## config.mk

```make
export PLATFORM = sky130hd
export DESIGN_NAME = btn_reset_ctrl_flat
export DESIGN_NICKNAME = d
export VERILOG_FILES = /design/src/rtl/btn_reset_pkg.sv /design/src/rtl/btn_reset_ctrl_if.sv /design/src/rtl/btn_debounce.sv /design/src/rtl/btn_reset_ctrl.sv /design/src/flat_wrapper.sv
export SDC_FILE = /design/constraint.sdc
export NUM_CORES = 1
export LEC_CHECK = 0
export CAP_MARGIN = 20
export CORE_UTILIZATION = 45
export DETAILED_ROUTE_END_ITERATION = 10
export HOLD_SLACK_MARGIN = 0.06
export SYNTH_ARGS = -nofsm -noshare
export SYNTH_HDL_FRONTEND = slang
export SYNTH_SLANG_ARGS = --single-unit
```

## constraint.sdc

```tcl
create_clock -name clk -period 2 [get_ports clk]
set_input_delay 0.4 -clock clk [delete_from_list [all_inputs] [get_ports clk]]
set_output_delay 0.4 -clock clk [all_outputs]
set_load 0.02 [all_outputs]
```

## src/rtl/btn_reset_pkg.sv

```systemverilog
// Shared definitions for the button/reset conditioner: FSM encoding and
// default timing parameters.
package btn_reset_pkg;

    localparam int DEBOUNCE_CYCLES_DEF   = 65535;
    localparam int RESET_HOLD_CYCLES_DEF = 16;
    localparam int STEP_LOW_CYCLES_DEF   = 4;

    typedef enum logic [2:0] {
        S_INIT     = 3'd0,
        S_RUN      = 3'd1,
        S_HOLD     = 3'd2,
        S_WAIT_REL = 3'd3,
        S_STEP_LOW = 3'd4
    } state_e;

endpackage

```

## src/rtl/btn_reset_ctrl_if.sv

```systemverilog
// Board-facing signal bundle: raw buttons in, CPU reset/clock control and
// conditioned button status out.
interface btn_reset_ctrl_if;

    logic btn1;
    logic btn2;
    logic cpu_reset;
    logic step_mode;
    logic step_clk;
    logic btn1_db;
    logic btn2_db;
    logic btn1_press;
    logic btn2_press;

    // Controller side
    modport master (
        input  btn1, btn2,
        output cpu_reset, step_mode, step_clk,
        output btn1_db, btn2_db, btn1_press, btn2_press
    );

    // Board / consumer side
    modport slave (
        output btn1, btn2,
        input  cpu_reset, step_mode, step_clk,
        input  btn1_db, btn2_db, btn1_press, btn2_press
    );

endinterface

```

## src/rtl/btn_debounce.sv

```systemverilog
// One button: 2-FF synchroniser, stability counter, debounced level and a
// one-cycle pulse on each debounced press (1->0).
module btn_debounce
    import btn_reset_pkg::*;
#(
    parameter int DEBOUNCE_CYCLES = DEBOUNCE_CYCLES_DEF
) (
    input  logic clk,
    input  logic reset,
    input  logic btn_i,
    output logic db_o,
    output logic press_o
);

    localparam int CW = (DEBOUNCE_CYCLES > 1) ? $clog2(DEBOUNCE_CYCLES) : 1;
    localparam logic [CW-1:0] CNT_LAST = CW'(DEBOUNCE_CYCLES - 1);

    logic [1:0]    sync_q;
    logic [CW-1:0] cnt_q, cnt_d;
    logic          db_q, db_d;
    logic          press_q, press_d;

    // Count consecutive cycles where the synchronised level differs from db;
    // any return to the db level restarts the count.
    always_comb begin
        cnt_d = '0;
        db_d  = db_q;
        if (sync_q[1] != db_q) begin
            if (cnt_q == CNT_LAST) begin
                db_d = sync_q[1];
            end else begin
                cnt_d = cnt_q + 1'b1;
            end
        end
        press_d = db_q & ~db_d;
    end

    // Synchroniser, counter, debounced level and press pulse registers
    always_ff @(posedge clk or negedge reset) begin
        if (!reset) begin
            sync_q  <= 2'b11;
            cnt_q   <= '0;
            db_q    <= 1'b1;
            press_q <= 1'b0;
        end else begin
            sync_q  <= {sync_q[0], btn_i};
            cnt_q   <= cnt_d;
            db_q    <= db_d;
            press_q <= press_d;
        end
    end

    assign db_o    = db_q;
    assign press_o = press_q;

endmodule

```

## src/rtl/btn_reset_ctrl.sv

```systemverilog
// CPU reset sequencer and free-run / single-step clock mode controller,
// driven by two debounced active-low buttons.
module btn_reset_ctrl
    import btn_reset_pkg::*;
#(
    parameter int DEBOUNCE_CYCLES   = DEBOUNCE_CYCLES_DEF,
    parameter int RESET_HOLD_CYCLES = RESET_HOLD_CYCLES_DEF,
    parameter int STEP_LOW_CYCLES   = STEP_LOW_CYCLES_DEF
) (
    input  logic             clk,
    input  logic             reset,
    btn_reset_ctrl_if.master bus
);

    // One down-counter serves both the reset hold and the step-low phase.
    localparam int TMAX = (RESET_HOLD_CYCLES > STEP_LOW_CYCLES) ? RESET_HOLD_CYCLES : STEP_LOW_CYCLES;
    localparam int TW   = (TMAX > 1) ? $clog2(TMAX) : 1;
    localparam logic [TW-1:0] HOLD_LOAD = TW'(RESET_HOLD_CYCLES - 1);
    localparam logic [TW-1:0] STEP_LOAD = TW'(STEP_LOW_CYCLES - 1);

    logic [1:0] btn_raw;
    logic [1:0] db;
    logic [1:0] press;

    assign btn_raw = {bus.btn2, bus.btn1};

    genvar gi;
    generate
        for (gi = 0; gi < 2; gi++) begin : g_btn
            btn_debounce #(
                .DEBOUNCE_CYCLES (DEBOUNCE_CYCLES)
            ) u_debounce (
                .clk     (clk),
                .reset   (reset),
                .btn_i   (btn_raw[gi]),
                .db_o    (db[gi]),
                .press_o (press[gi])
            );
        end
    endgenerate

    state_e        state_q, state_d;
    logic [TW-1:0] timer_q, timer_d;
    logic          step_mode_q, step_mode_d;
    logic          step_clk_q, step_clk_d;
    logic          cpu_reset_q, cpu_reset_d;

    // Next-state logic; btn1 has priority over btn2 when both pulse together.
    always_comb begin
        state_d     = state_q;
        timer_d     = timer_q;
        step_mode_d = step_mode_q;
        step_clk_d  = step_clk_q;
        case (state_q)
            S_INIT: begin
                state_d = S_HOLD;
                timer_d = HOLD_LOAD;
            end
            S_RUN: begin
                if (press[0]) begin
                    step_mode_d = 1'b0;
                    step_clk_d  = 1'b1;
                    state_d     = S_HOLD;
                    timer_d     = HOLD_LOAD;
                end else if (press[1]) begin
                    if (!step_mode_q) begin
                        step_mode_d = 1'b1;
                        step_clk_d  = 1'b1;
                        state_d     = S_HOLD;
                        timer_d     = HOLD_LOAD;
                    end else begin
                        step_clk_d = 1'b0;
                        state_d    = S_STEP_LOW;
                        timer_d    = STEP_LOAD;
                    end
                end
            end
            S_HOLD: begin
                if (timer_q == '0) begin
                    state_d = S_WAIT_REL;
                end else begin
                    timer_d = timer_q - 1'b1;
                end
            end
            S_WAIT_REL: begin
                if (db[0] && db[1]) begin
                    state_d = S_RUN;
                end
            end
            S_STEP_LOW: begin
                if (timer_q == '0) begin
                    step_clk_d = 1'b1;
                    state_d    = S_WAIT_REL;
                end else begin
                    timer_d = timer_q - 1'b1;
                end
            end
            default: begin
                state_d = S_INIT;
            end
        endcase
        // Registered so cpu_reset is glitch-free and tracks the state it enters.
        cpu_reset_d = !((state_d == S_INIT) || (state_d == S_HOLD));
    end

    // State, timer and output registers
    always_ff @(posedge clk or negedge reset) begin
        if (!reset) begin
            state_q     <= S_INIT;
            timer_q     <= '0;
            step_mode_q <= 1'b0;
            step_clk_q  <= 1'b1;
            cpu_reset_q <= 1'b0;
        end else begin
            state_q     <= state_d;
            timer_q     <= timer_d;
            step_mode_q <= step_mode_d;
            step_clk_q  <= step_clk_d;
            cpu_reset_q <= cpu_reset_d;
        end
    end

    assign bus.cpu_reset  = cpu_reset_q;
    assign bus.step_mode  = step_mode_q;
    assign bus.step_clk   = step_clk_q;
    assign bus.btn1_db    = db[0];
    assign bus.btn2_db    = db[1];
    assign bus.btn1_press = press[0];
    assign bus.btn2_press = press[1];

endmodule

```

## src/flat_wrapper.sv

```systemverilog
// flat-port wrapper written by rule: the top's interface ports become plain ports
module btn_reset_ctrl_flat import btn_reset_pkg::*;
#(
    parameter int DEBOUNCE_CYCLES   = DEBOUNCE_CYCLES_DEF,
    parameter int RESET_HOLD_CYCLES = RESET_HOLD_CYCLES_DEF,
    parameter int STEP_LOW_CYCLES   = STEP_LOW_CYCLES_DEF
)
  (clk, reset, bus_btn1, bus_btn2, bus_cpu_reset, bus_step_mode, bus_step_clk, bus_btn1_db, bus_btn2_db, bus_btn1_press, bus_btn2_press);
  btn_reset_ctrl_if bus_i ();
  input  logic clk;
  input  logic reset;
  input wire logic [$bits(bus_i.btn1)-1:0] bus_btn1;
  input wire logic [$bits(bus_i.btn2)-1:0] bus_btn2;
  output wire logic [$bits(bus_i.cpu_reset)-1:0] bus_cpu_reset;
  output wire logic [$bits(bus_i.step_mode)-1:0] bus_step_mode;
  output wire logic [$bits(bus_i.step_clk)-1:0] bus_step_clk;
  output wire logic [$bits(bus_i.btn1_db)-1:0] bus_btn1_db;
  output wire logic [$bits(bus_i.btn2_db)-1:0] bus_btn2_db;
  output wire logic [$bits(bus_i.btn1_press)-1:0] bus_btn1_press;
  output wire logic [$bits(bus_i.btn2_press)-1:0] bus_btn2_press;
  assign bus_i.btn1 = bus_btn1;
  assign bus_i.btn2 = bus_btn2;
  assign bus_cpu_reset = bus_i.cpu_reset;
  assign bus_step_mode = bus_i.step_mode;
  assign bus_step_clk = bus_i.step_clk;
  assign bus_btn1_db = bus_i.btn1_db;
  assign bus_btn2_db = bus_i.btn2_db;
  assign bus_btn1_press = bus_i.btn1_press;
  assign bus_btn2_press = bus_i.btn2_press;
  btn_reset_ctrl #(.DEBOUNCE_CYCLES(DEBOUNCE_CYCLES), .RESET_HOLD_CYCLES(RESET_HOLD_CYCLES), .STEP_LOW_CYCLES(STEP_LOW_CYCLES)) u_core (.clk(clk), .reset(reset), .bus(bus_i));
endmodule
```

==> results of run 1 <==
per-stage QoR:
stage	hold slack, ns	instances
6_report	0.0652	331
3_5_place_dp	0.347	323
3_3_place_gp	0.347	323
5_1_grt	0.0861	331
4_1_cts	0.0810	331
2_1_floorplan	0.104	245
cells by family after synthesis:
logic type	share of synthesized area (%)
buffers and inverters	3.34
DFF	50.2
adders and majority gates	2.49
AOI/OAI and AO/OA	9.77
muxes	1.89
and+or+nand+nor	23.2
xor gates and xnor gates	9.07
path summary, 6_finish.rpt:
check,start,end
worst max-delay path,u_core.timer_q[0],u_core.timer_q[1]
worst min-delay path,reset,u_core.g_btn[1].u_debounce.cnt_q[14]
worst max register to register,u_core.timer_q[0],u_core.timer_q[1]
worst min register to register,u_core.g_btn[1].u_debounce.sync_q[0],u_core.g_btn[1].u_debounce.sync_q[1]
max in group asynchronous,reset,u_core.g_btn[0].u_debounce.sync_q[0]
min in group clk,u_core.g_btn[1].u_debounce.sync_q[0],u_core.g_btn[1].u_debounce.sync_q[1]
synth_stat cells, types with 3 or more instances:
| library cell | count |
|---|---|
| dfrtp_1 | 43 |
| nor2_1 | 39 |
| xor2_1 | 15 |
| nand2_1 | 14 |
| a21oi_1 | 12 |
| inv_1 | 12 |
| nand3_1 | 12 |
| xnor2_1 | 11 |
| nor3_1 | 9 |
| dfstp_2 | 7 |
| nand4_1 | 7 |
| o21ai_0 | 6 |
| or3_1 | 6 |
| a31oi_1 | 5 |
| ha_1 | 5 |
| and4_1 | 4 |
| clkbuf_1 | 3 |
per-layer routing:
layer,track usage (%),wire [microns]
met5,0,0
met4,5.96,61
met3,3.57,108
met2,25.4,1840
met1,22.7,2230
power groups by stage:
| stage | logic, mW | registers (mW) | clock network, mW |
|---|---|---|---|
| finish | 0.0663 | 1.04 | 0.561 |
| global route | 0.0776 | 1.05 | 0.628 |
| CTS | 0.0701 | 1.04 | 0.591 |
| detailed placement | 0.0698 | 1.06 | 0 |
| global placement | 0.0698 | 1.06 | 0 |
| floorplan | 0.0337 | 1.06 | 0 |
flip-flops by register name, indices dropped and copies added (netlist names):
name and count:
u_core.g_btn.u_debounce.press_o 2, u_core.bus.step_clk 1, u_core.g_btn.u_debounce.sync_q 4, u_core.bus.step_mode 1
u_core.g_btn.u_debounce.db_o 2, u_core.state_q 3, u_core.timer_q 4, u_core.bus.cpu_reset 1
u_core.g_btn.u_debounce.cnt_q 32
cell type report:
| cell class | instances | area, sq um | share of cell area (%) |
|---|---|---|---|
| well taps | 70 | 87.6 | 3.14 |
| repair buffers | 14 | 138 | 4.93 |
| multi-input cells | 177 | 1180 | 42.3 |
| flip-flops and latches | 50 | 1260 | 45.1 |
| clock buffers | 8 | 80.1 | 2.87 |
| inverters | 12 | 45.0 | 1.61 |
critical path, cell delays in order, from the launching register on:
cell	delay, ns
dfrtp_1	0.39
inv_1	0.10
ha_2	0.22
or3b_4	0.43
a32oi_4	0.24
nand2_2	0.10
mux2_4	0.31
what timing repair did:
item / CTS / global route
resized for setup: 0 / 3
setup endpoints to repair: 0 / 1
endpoints found under the hold margin: 0 / 0
==> results_dict.tcl, run 1 <==
set metrics [dict create \
    cts_tree "yes" \
    die_y_microns 76.7 \
    relSlewSlack_pct 64.9 \
    p_total_mw 1.67 \
    final_cell_mix "dfrtp_1 (43), nor2_1 (39), xor2_1 (15)" \
    yosys_warnings 0 \
    grt_antenna_before_repair 0 \
    clock-skew-final_ns 0.00925 \
    ys_ff_latch 50 \
    critical_path_peak_fanout 6 \
    fin_tns_setup_ns 0 \
    worst_setup_path_end_kind "flop" \
    synth_seq_area_share_pct 50.2 \
    rows 26 \
    cts-root-buf "clkbuf_8" \
    via_count 1755 \
    wire_per_inst_microns 12.8 \
    htreeDepth 2 \
    async_flop_share_pct 100 \
    ys_types 44 \
    crit_arrival_ns 2.09 \
    final_area_sq_mm 0.00279 \
    seqPwrFrac_pct 62.5 \
    area_growth_pct 11.3 \
    place_area_sq_mm 0.00270 \
    initial_core_util_pct 47.9 \
    setup_viol 0 \
    synthCells 245 \
    drc 0 \
    worst-r2r-cell-count 6 \
    layout_worst_path_cycle_share_pct 95.0 \
    tightest_slew_ns 0.521 \
    grt_first_pass_wirelength_mm 7.80 \
    p_switching_mw 0.370 \
    port_buffers 10 \
    grt_max_degree 51 \
    synth.avg_cell_area_sq_um 10.2 \
    core_sq_mm 0.00524 \
    period_minus_slack_ns 1.90 \
    drv_cap 0 \
    power.density_mw_per_mm2 598 \
    yosys.area.top_type "dfrtp_1" \
    antenna_cells 0 \
    io_pins 11 \
    leakage_nw 1.16 \
    path_class "flop to flop" \
    p_clk_share_pct 33.5 \
    synthTopCellsByArea "dfrtp_1 (43%), dfstp_2 (7.3%), nor2_1 (5.8%), xor2_1 (5.2%), xnor2_1 (3.8%)" \
    finish.utilization_pct 53.3 \
    dr.pass1.iters 6 \
    ir_drop_mv 0.304 \
    final_max_slew_viol_count 0 \
    synth_ff_type "dfrtp_1" \
    power_switching_share_pct 22.1 \
    wl_mm 4.24 \
    numCtsBuffers 5 \
    viasPerCell 5.30 \
    drtIter0Drc 92 \
    clk_latency_ns 0.30 \
    clockBufferDepth 2 \
    final_common_cell "dfrtp_1" \
    start_kind "flop" \
    chipWidth_microns 76.7 \
    drive_gt1_share_pct 12.3 \
    outcome "complete, no violations" \
    syn_nets 254 \
    dieArea_sq_mm 0.00588 \
    track_usage_pct 16.5 \
    cts_sinks 50 \
    hold_viol_final 0 \
    grt-ovfl-total 0 \
    crit_required_ns 2.19 \
    cts_setup_buffers 0 \
    gp_congestion 0.795 \
    clkSlewWorstSetupHoldPaths_ns 0.09 \
    pre_cts_ws_ns 0.0883 \
    dp_hpwl_mm 2.90 \
    synth_top_area_share_pct 42.9 \
    cts_hold_buf 0 \
    synth_edf_count 0 \
    grt_pass1_vias 1752 \
    netlist_area_sq_mm 0.00251 \
    rsz0062_at_grt "false" \
    num-nets-final 269 \
    fillers 488 \
    p_int_mw 1.30 \
    p_comb_share_pct 4.0 \
    max_freq_ghz 0.526 \
    fin_ws_ns 0.100 \
    min_path_type "input pin to asynchronous set/reset pin" \
    r2r_slack_ns 0.1 \
    ant_nets 0 \
]
Note: power is estimated with default switching activity, not from simulation.
==> inputs of run 2 (changes only) <==
--- a/config.mk
+++ b/config.mk
@@ -8,6 +8,7 @@
 export CAP_MARGIN = 20
 export CORE_UTILIZATION = 45
 export DETAILED_ROUTE_END_ITERATION = 10
+export GPL_ROUTABILITY_DRIVEN = 1
 export HOLD_SLACK_MARGIN = 0.06
 export SYNTH_ARGS = -nofsm -noshare
 export SYNTH_HDL_FRONTEND = slang
==> results of run 2 <==
Same layout as run 1: the final DEF is identical, and so are final timing and power.
